`src/rtl/famicom_pad_pkg.sv`:
```
// Shared constants for the Famicom controller emulator: button indices and default geometry.
// Optional turbo logic in famicom_pad_emu is built when FAMICOM_PAD_TURBO_EN is defined.
package famicom_pad_pkg;

  localparam int unsigned BTN_A      = 0;
  localparam int unsigned BTN_B      = 1;
  localparam int unsigned BTN_SELECT = 2;
  localparam int unsigned BTN_START  = 3;
  localparam int unsigned BTN_UP     = 4;
  localparam int unsigned BTN_DOWN   = 5;
  localparam int unsigned BTN_LEFT   = 6;
  localparam int unsigned BTN_RIGHT  = 7;

  localparam int unsigned DEF_NUM_PADS  = 2;
  localparam int unsigned DEF_PAD_BITS  = 8;
  localparam int unsigned DEF_SHIFT_LEN = 24;

  localparam int unsigned TURBO_W = 4;

endpackage

```
`src/rtl/famicom_sync_edge.sv`:
```
// Two-flop synchroniser with history flop; provides the synchronised level and a
// registered falling-edge strobe.
module famicom_sync_edge
  import famicom_pad_pkg::*;
(
  input  logic clk_sys,
  input  logic reset,
  input  logic async_in,
  output logic level,
  output logic fall
);

  logic meta_q, meta_d;
  logic sync_q, sync_d;
  logic hist_q, hist_d;
  logic fall_q, fall_d;

  // The fall strobe is registered so consumers see it three edges after capture.
  always_comb begin
    meta_d = async_in;
    sync_d = meta_q;
    hist_d = sync_q;
    fall_d = hist_q & ~sync_q;
  end

  always_ff @(posedge clk_sys) begin
    if (reset) begin
      meta_q <= 1'b0;
      sync_q <= 1'b0;
      hist_q <= 1'b0;
      fall_q <= 1'b0;
    end else begin
      meta_q <= meta_d;
      sync_q <= sync_d;
      hist_q <= hist_d;
      fall_q <= fall_d;
    end
  end

  assign level = sync_q;
  assign fall  = fall_q;

endmodule

```
`src/rtl/famicom_pad_emu.sv`:
```
// Famicom/NES controller shift-register emulator for NUM_PADS pads.
// Define FAMICOM_PAD_TURBO_EN to build the A/B turbo phase logic.
module famicom_pad_emu
  import famicom_pad_pkg::*;
#(
  parameter int unsigned NUM_PADS   = DEF_NUM_PADS,
  parameter int unsigned PAD_BITS   = DEF_PAD_BITS,
  parameter int unsigned SHIFT_LEN  = DEF_SHIFT_LEN,
  parameter bit          FILL_AFTER = 1'b0
) (
  input  logic                               clk_sys,
  input  logic                               reset,
  input  logic [NUM_PADS*PAD_BITS-1:0]       pad_buttons,
  input  logic                               famicom_latch,
  input  logic                               famicom_pulse,
  output logic [NUM_PADS-1:0]                famicom_data,
  input  logic [NUM_PADS*2-1:0]              turbo_mask,
  input  logic [TURBO_W-1:0]                 turbo_rate,
  output logic [$clog2(SHIFT_LEN+1)-1:0]     shift_count
);

  localparam int unsigned CNT_W = $clog2(SHIFT_LEN + 1);
  localparam logic [CNT_W-1:0] CNT_MAX = CNT_W'(SHIFT_LEN);

  logic latch_level, latch_fall;
  logic pulse_level, pulse_fall;

  logic [NUM_PADS*PAD_BITS-1:0] eff_c;
  logic [SHIFT_LEN-1:0]         reload_c [NUM_PADS];
  logic [SHIFT_LEN-1:0]         pad_q    [NUM_PADS];
  logic [SHIFT_LEN-1:0]         pad_d    [NUM_PADS];
  logic [CNT_W-1:0]             count_q, count_d;

  famicom_sync_edge u_latch_sync (
    .clk_sys  (clk_sys),
    .reset    (reset),
    .async_in (famicom_latch),
    .level    (latch_level),
    .fall     (latch_fall)
  );

  famicom_sync_edge u_pulse_sync (
    .clk_sys  (clk_sys),
    .reset    (reset),
    .async_in (famicom_pulse),
    .level    (pulse_level),
    .fall     (pulse_fall)
  );

`ifdef FAMICOM_PAD_TURBO_EN
  logic [TURBO_W-1:0] turbo_cnt_q, turbo_cnt_d;
  logic [TURBO_W-1:0] turbo_cnt_inc_c;
  logic               turbo_phase_q, turbo_phase_d;
  logic               unused_c;

  // Phase advances once per completed latch; rate 0 parks it in pass-through.
  always_comb begin
    turbo_cnt_d     = turbo_cnt_q;
    turbo_phase_d   = turbo_phase_q;
    turbo_cnt_inc_c = turbo_cnt_q + TURBO_W'(1);
    if (turbo_rate == '0) begin
      turbo_phase_d = 1'b1;
      turbo_cnt_d   = '0;
    end else if (latch_fall) begin
      if (turbo_cnt_inc_c == turbo_rate) begin
        turbo_phase_d = ~turbo_phase_q;
        turbo_cnt_d   = '0;
      end else begin
        turbo_cnt_d = turbo_cnt_inc_c;
      end
    end
  end

  always_ff @(posedge clk_sys) begin
    if (reset) begin
      turbo_cnt_q   <= '0;
      turbo_phase_q <= 1'b1;
    end else begin
      turbo_cnt_q   <= turbo_cnt_d;
      turbo_phase_q <= turbo_phase_d;
    end
  end

  always_comb begin
    eff_c = pad_buttons;
    if (!turbo_phase_q) begin
      for (int n = 0; n < NUM_PADS; n++) begin
        eff_c[n*PAD_BITS + BTN_A] = pad_buttons[n*PAD_BITS + BTN_A] & ~turbo_mask[2*n];
        eff_c[n*PAD_BITS + BTN_B] = pad_buttons[n*PAD_BITS + BTN_B] & ~turbo_mask[2*n + 1];
      end
    end
  end

  assign unused_c = pulse_level;
`else
  logic unused_c;

  assign eff_c    = pad_buttons;
  assign unused_c = ^{turbo_mask, turbo_rate, latch_fall, pulse_level};
`endif

  // Reload image: released (1) above the button field, inverted buttons below.
  always_comb begin
    for (int n = 0; n < NUM_PADS; n++) begin
      reload_c[n]                 = '1;
      reload_c[n][PAD_BITS-1:0]   = ~eff_c[n*PAD_BITS +: PAD_BITS];
    end
  end

  // Latch level wins over a coincident pulse edge.
  always_comb begin
    count_d = count_q;
    for (int n = 0; n < NUM_PADS; n++) begin
      pad_d[n] = pad_q[n];
    end
    if (latch_level) begin
      count_d = '0;
      for (int n = 0; n < NUM_PADS; n++) begin
        pad_d[n] = reload_c[n];
      end
    end else if (pulse_fall) begin
      for (int n = 0; n < NUM_PADS; n++) begin
        pad_d[n] = {FILL_AFTER, pad_q[n][SHIFT_LEN-1:1]};
      end
      if (count_q != CNT_MAX) begin
        count_d = count_q + CNT_W'(1);
      end
    end
  end

  always_ff @(posedge clk_sys) begin
    if (reset) begin
      count_q <= '0;
      for (int n = 0; n < NUM_PADS; n++) begin
        pad_q[n] <= '1;
      end
    end else begin
      count_q <= count_d;
      for (int n = 0; n < NUM_PADS; n++) begin
        pad_q[n] <= pad_d[n];
      end
    end
  end

  always_comb begin
    for (int n = 0; n < NUM_PADS; n++) begin
      famicom_data[n] = pad_q[n][0];
    end
  end

  assign shift_count = count_q;

endmodule

```
`config.mk`:
```
export PLATFORM = sky130hd
export DESIGN_NAME = famicom_pad_emu
export DESIGN_NICKNAME = d
export VERILOG_FILES = /design/src/rtl/famicom_pad_pkg.sv /design/src/rtl/famicom_sync_edge.sv /design/src/rtl/famicom_pad_emu.sv
export SDC_FILE = /design/constraint.sdc
export NUM_CORES = 1
export LEC_CHECK = 0
export BUFFER_PORTS_ARGS = -buffer_cell sky130_fd_sc_hd__buf_2
export CAP_MARGIN = 40
export CORE_MARGIN = 8
export CORE_UTILIZATION = 49
export CTS_CLUSTER_DIAMETER = 40
export DETAILED_ROUTE_END_ITERATION = 7
export GPL_TIMING_DRIVEN = 0
export PLACE_DENSITY = 0.72
export SLEW_MARGIN = 20
export SYNTH_ARGS = -nofsm -noshare
export SYNTH_HDL_FRONTEND = slang
export SYNTH_SLANG_ARGS = --single-unit
```
`constraint.sdc`:
```
create_clock -name clk_sys -period 1.3 [get_ports clk_sys]
set_input_delay 0.065 -clock clk_sys [delete_from_list [all_inputs] [get_ports clk_sys]]
set_output_delay 0.065 -clock clk_sys [all_outputs]
set_load 0.02 [all_outputs]
```
# Yosys cells after proc, flatten, opt, wreduce, memory -nomap -nowiden
# Memory sizes are Yosys's and may differ from the RTL's.
# Index checks and enable logic that the tools add are counted.
[word_totals] reg_bits=11 latch_bits=0 ram_bits=48 mem_bits_ro=0 input_bits=28 mem_count=1
[classes] addsub=1 n_mul=0 div=0 n_lt_le_gt_ge=0 eq_ne=1 n_shift=0 mux=7 bitwise=6 n_reduce_logical=2
[memory_table] name="pad_q" depth=2 word_bits=24 read_ports=2 rd_ports_with_merged_regs=0 wr=2 line="famicom_pad_emu.sv:30" rtl="logic [SHIFT_LEN-1:0] pad_q [NUM_PADS];"
[ops] operator="48-bit 2-to-1 mux" count=2
[ops] operator="24-bit 2-to-1 mux" count=2
[ops] operator="8-bit inverter" count=2
[ops] operator="5-bit by 1-bit adder with 5-bit output (second input constant)" count=1
[ops] operator="5-bit inequality test (second input constant)" count=1
[ops] operator="1-bit 2-to-1 mux" count=3
[ops] operator="1-bit OR" count=2
[ops] operator="2-bit AND reduction" count=1
[ops] operator="2-bit OR reduction" count=1
[ops] operator="1-bit bitwise AND" count=1
[ops] operator="1-bit inverter" count=1

# Depth between registers and ports, before layout
# An unclocked memory read counts as a cell.
[logic_depth] ltp_word=4 mapped_depth=6 mapped_depth_nobuf=5

# By module
# From an unflattened synthesis, not the netlist that was laid out.
[unflattened] hier_cells=186 area_unflattened_um2=1874.3
[by_module_without_submodules] mod="famicom_pad_emu" instances=1 cells_per_inst=170 area_per_inst_um2=1651.6
[by_module_without_submodules] mod="famicom_sync_edge" instances=2 cells_per_inst=8 area_per_inst_um2=111.4

# Least setup slack after synthesis
# No wires, ideal clock.
[synth_path] path_kind="register to register" start="register count_q[1], in the netlist shift_count[1]" end="register count_q[4], in the netlist shift_count[4]" arrival_time_ns=1.120 required_time_ns=1.175 slack_ns=0.055 path_stages_with_launch=5 path_buffers=0 synth_period_minus_slack_ns=1.245 cell_sequence="dfxtp_1 > ha_1 > nand4_4 > xor2_1 > nor3_2"
[synth_between] elab_chain_len=2 elab_cells_between_ends=3 classes_between="add/sub (1); eq/ne (1); reduce/logical (1)"
[synth_lines] element="from (decl)" line="famicom_pad_emu.sv:32" rtl="logic [CNT_W-1:0] count_q, count_d;"
[synth_lines] element="from (signal assigned)" line="famicom_pad_emu.sv:138" rtl="count_q <= count_d;"
[synth_lines] element="branches (longest 2 deep; another with 5-bit by 1-bit adder with 5-bit output)"
# Several ways; the timed one is not identified.
# A chain may end at the register's enable or synchronous reset.

==> flow_summary.yaml <==
detailed_routing:
  initialDrtViolationCount: 46
  antenna_left: 0
  dr.pass1.iters: 4
  wl_per_cell_um: 11.5
  vias: 1274
  vias_per_cell: 4.81
  totalWireLength_um: 3050
  drc: 0
sta:
  finalSetupViolations: 0
  rsz0062_at_grt: "false"
  fmax_ghz: 0.810
  finalCritPeriodShare_pct: 95.0
  hold_viol: 0
  holdWs_ns: 0.0256
  fin_crit_ns: 1.23
  slew_headroom_pct: 72.0
  fin_skew_ns: 0.00512
  slew_viol_final: 0
  tns_ns: 0
  tightest_slew_ns: 0.420
layout:
  fill_cells: 327
  layout_common_cells: "43 x dfxtp_1, 37 x nand2_1, 29 x buf_2"
  final_nets: 248
  antenna_cells: 0
  area_delta_synth_final_pct: 17.1
  drive_gt1_share_pct: 30.9
  fin_util_pct: 59.3
  final_common_cell: "dfxtp_1"
logic_synthesis:
  synth_flop_cell: "dfxtp_1"
  synth_cell_types: 24
  synth_seq_cells: 43
  synth-edff-count: 0
  yosysTopAreaCellShare_pct: 46.7
  syn-cell-area_um2: 1840
  async_reset_ff_share_pct: 0
  syn_inst: 182
  synthTopCellsByArea: "dfxtp_1 47%, mux2i_1 9.2%, mux2_2 7.9%"
  synth_warnings: 0
  syn_area_per_cell_um2: 10.1
  syn_nets: 212
  synth.yosys.seq_area_share_pct: 46.7
  synth_top_cell_by_area: "dfxtp_1"
cts:
  cts_sinks: 43
  clockBufferDepth: 2
  cts_made_buffers: 5
  cts_max_level: 2
  clkSlewWorstSetupHoldPaths_ns: 0.07
  cts-root-buf: "clkbuf_8"
  insertion_delay_ns: 0.29
  cts_tree: "built"
critical_path:
  rrSetupSlack_ns: 0.07
  cp-end-kind: "register"
  crit_path_start_kind: "register"
  required_ns: 1.48
  worstPathArrival_ns: 1.42
  cp_max_fo: 10
  cpPeakStageDelay_ns: 0.34
  crit_slowest_cell: "mux2_2"
  cp_cell_sequence: "buf_6, buf_12, mux2_2, o21ai_2, nand2b_1"
  crit_type: "reg2reg"
placement:
  place.gp.congestion: 0.671
  port_buffers: 26
  hpwlAfterDp_um: 2160
run_status:
  status: "complete, no violations"
die:
  io_pins: 35
  die-area_um2: 5980
  die_y_um: 77.3
  start_util_pct: 50.7
  core_um2: 3630
  die_width_um: 77.3
  num_rows: 22
global_route:
  grt_pass1_wl_um: 5310
  grt_antenna_before_repair: 0
  gr-usage-all-layers_pct: 10.8
  gr-total-overflow: 0
  grt_pass1_vias: 1208
  grt_max_degree: 12
power_and_ir_drop:
  vdd_ir_drop_max_mv: 0.716
  p_total_w: 0.00228
  p_leak_nw: 0.846
  power.density_nw_per_um2: 1060
run:
  max-cap-violations: 0
min_path:
  min_path_type: "in2reg"
cell usage after synthesis (all sizes together), types with 2 or more instances:
cell type,count
nand4,2
dfxtp,43
mux2i,17
mux2,16
o21ai,18
inv,3
nor3,2
nand2b,16
clkbuf,5
nor2b,5
nand2,37
ha,2
xor2,2
buf,9
per-layer routing:
layer	vias to the layer above	routed length, um	track usage (%)
met2	23	1280	16.4
li1	669	-	-
met5	-	0	0
met3	7	167	5.48
met4	0	49	3.96
met1	575	1550	12.7
state kept, by name, indices dropped and copies added (netlist names):
| register | flops |
|---|---|
| pad_q | 32 |
| shift_count | 5 |
| u_latch_sync.level | 1 |
| u_latch_sync.meta_q | 1 |
| u_pulse_sync.fall | 1 |
| u_pulse_sync.hist_q | 1 |
| u_pulse_sync.level | 1 |
| u_pulse_sync.meta_q | 1 |
final timing paths:
check	end	start	cells after the start
setup reg to reg	pad_q[0][26]$_SDFFE_PP1P_	u_pulse_sync.fall$_SDFF_PP0_	5
hold / removal	u_pulse_sync.level$_SDFF_PP0_	reset	2
setup / recovery	pad_q[0][26]$_SDFFE_PP1P_	u_pulse_sync.fall$_SDFF_PP0_	5
hold reg to reg	u_pulse_sync.fall$_SDFF_PP0_	u_pulse_sync.level$_SDFF_PP0_	1
power breakdown:
part           leakage, nW  switching (W)  internal [W]
registers            0.350      0.0000105       0.00134
logic                0.460      0.0000782     0.0000865
clock network       0.0371       0.000402      0.000358
final cells by class:
class	instances	area (um^2)	share of cell area [%]
tap	48	60.1	2.79
sequential	43	861	39.9
timing repair buffer	29	170	7.89
clock buffer	6	72.6	3.37
multi-input combinational	122	870	40.3
buffer	14	111	5.17
inverter	3	11.3	0.522
worst max-delay path, delay by kind of cell, from the launching register on:
kind / cells / cell delay (ns)
compound gates: 1 / 0.11
buf+inv: 2 / 0.28
flops: 1 / 0.33
mux: 1 / 0.34
simple gates: 1 / 0.06
timing repair:
| action | CTS | global route |
|---|---|---|
| hold buffers | 2 | 0 |
| resized for setup | 0 | 8 |
| endpoints found under the hold margin | 2 | 0 |
| endpoints found under the setup margin | 0 | 14 |
| buffers inserted | 0 | 1 |
cells by family (layout without fill, tap and decap cells):
group | after synthesis | after routing | share of synthesized area [%]
buffers and inverters | 17 | 52 | 6.45
multiplexers | 33 | 33 | 19.6
adder cells (fa/ha/maj) | 2 | 2 | 1.36
AND/OR/NAND/NOR | 67 | 67 | 20.0
XOR/XNOR | 2 | 2 | 0.951
AO/OA/AOI/OAI | 18 | 18 | 4.89
flip-flops | 43 | 43 | 46.7
metrics by stage:
step / worst slack (ns) / area, um^2 / instances
2_1_floorplan: 0.0554 / 1840 / 182
3_3_place_gp: 0.0830 / 2030 / 256
3_5_place_dp: 0.0523 / 2030 / 256
4_1_cts: 0.0388 / 2120 / 264
5_1_grt: 0.00469 / 2160 / 265
6_report: 0.0652 / 2160 / 265
Note: power is estimated with default switching activity, not from simulation.
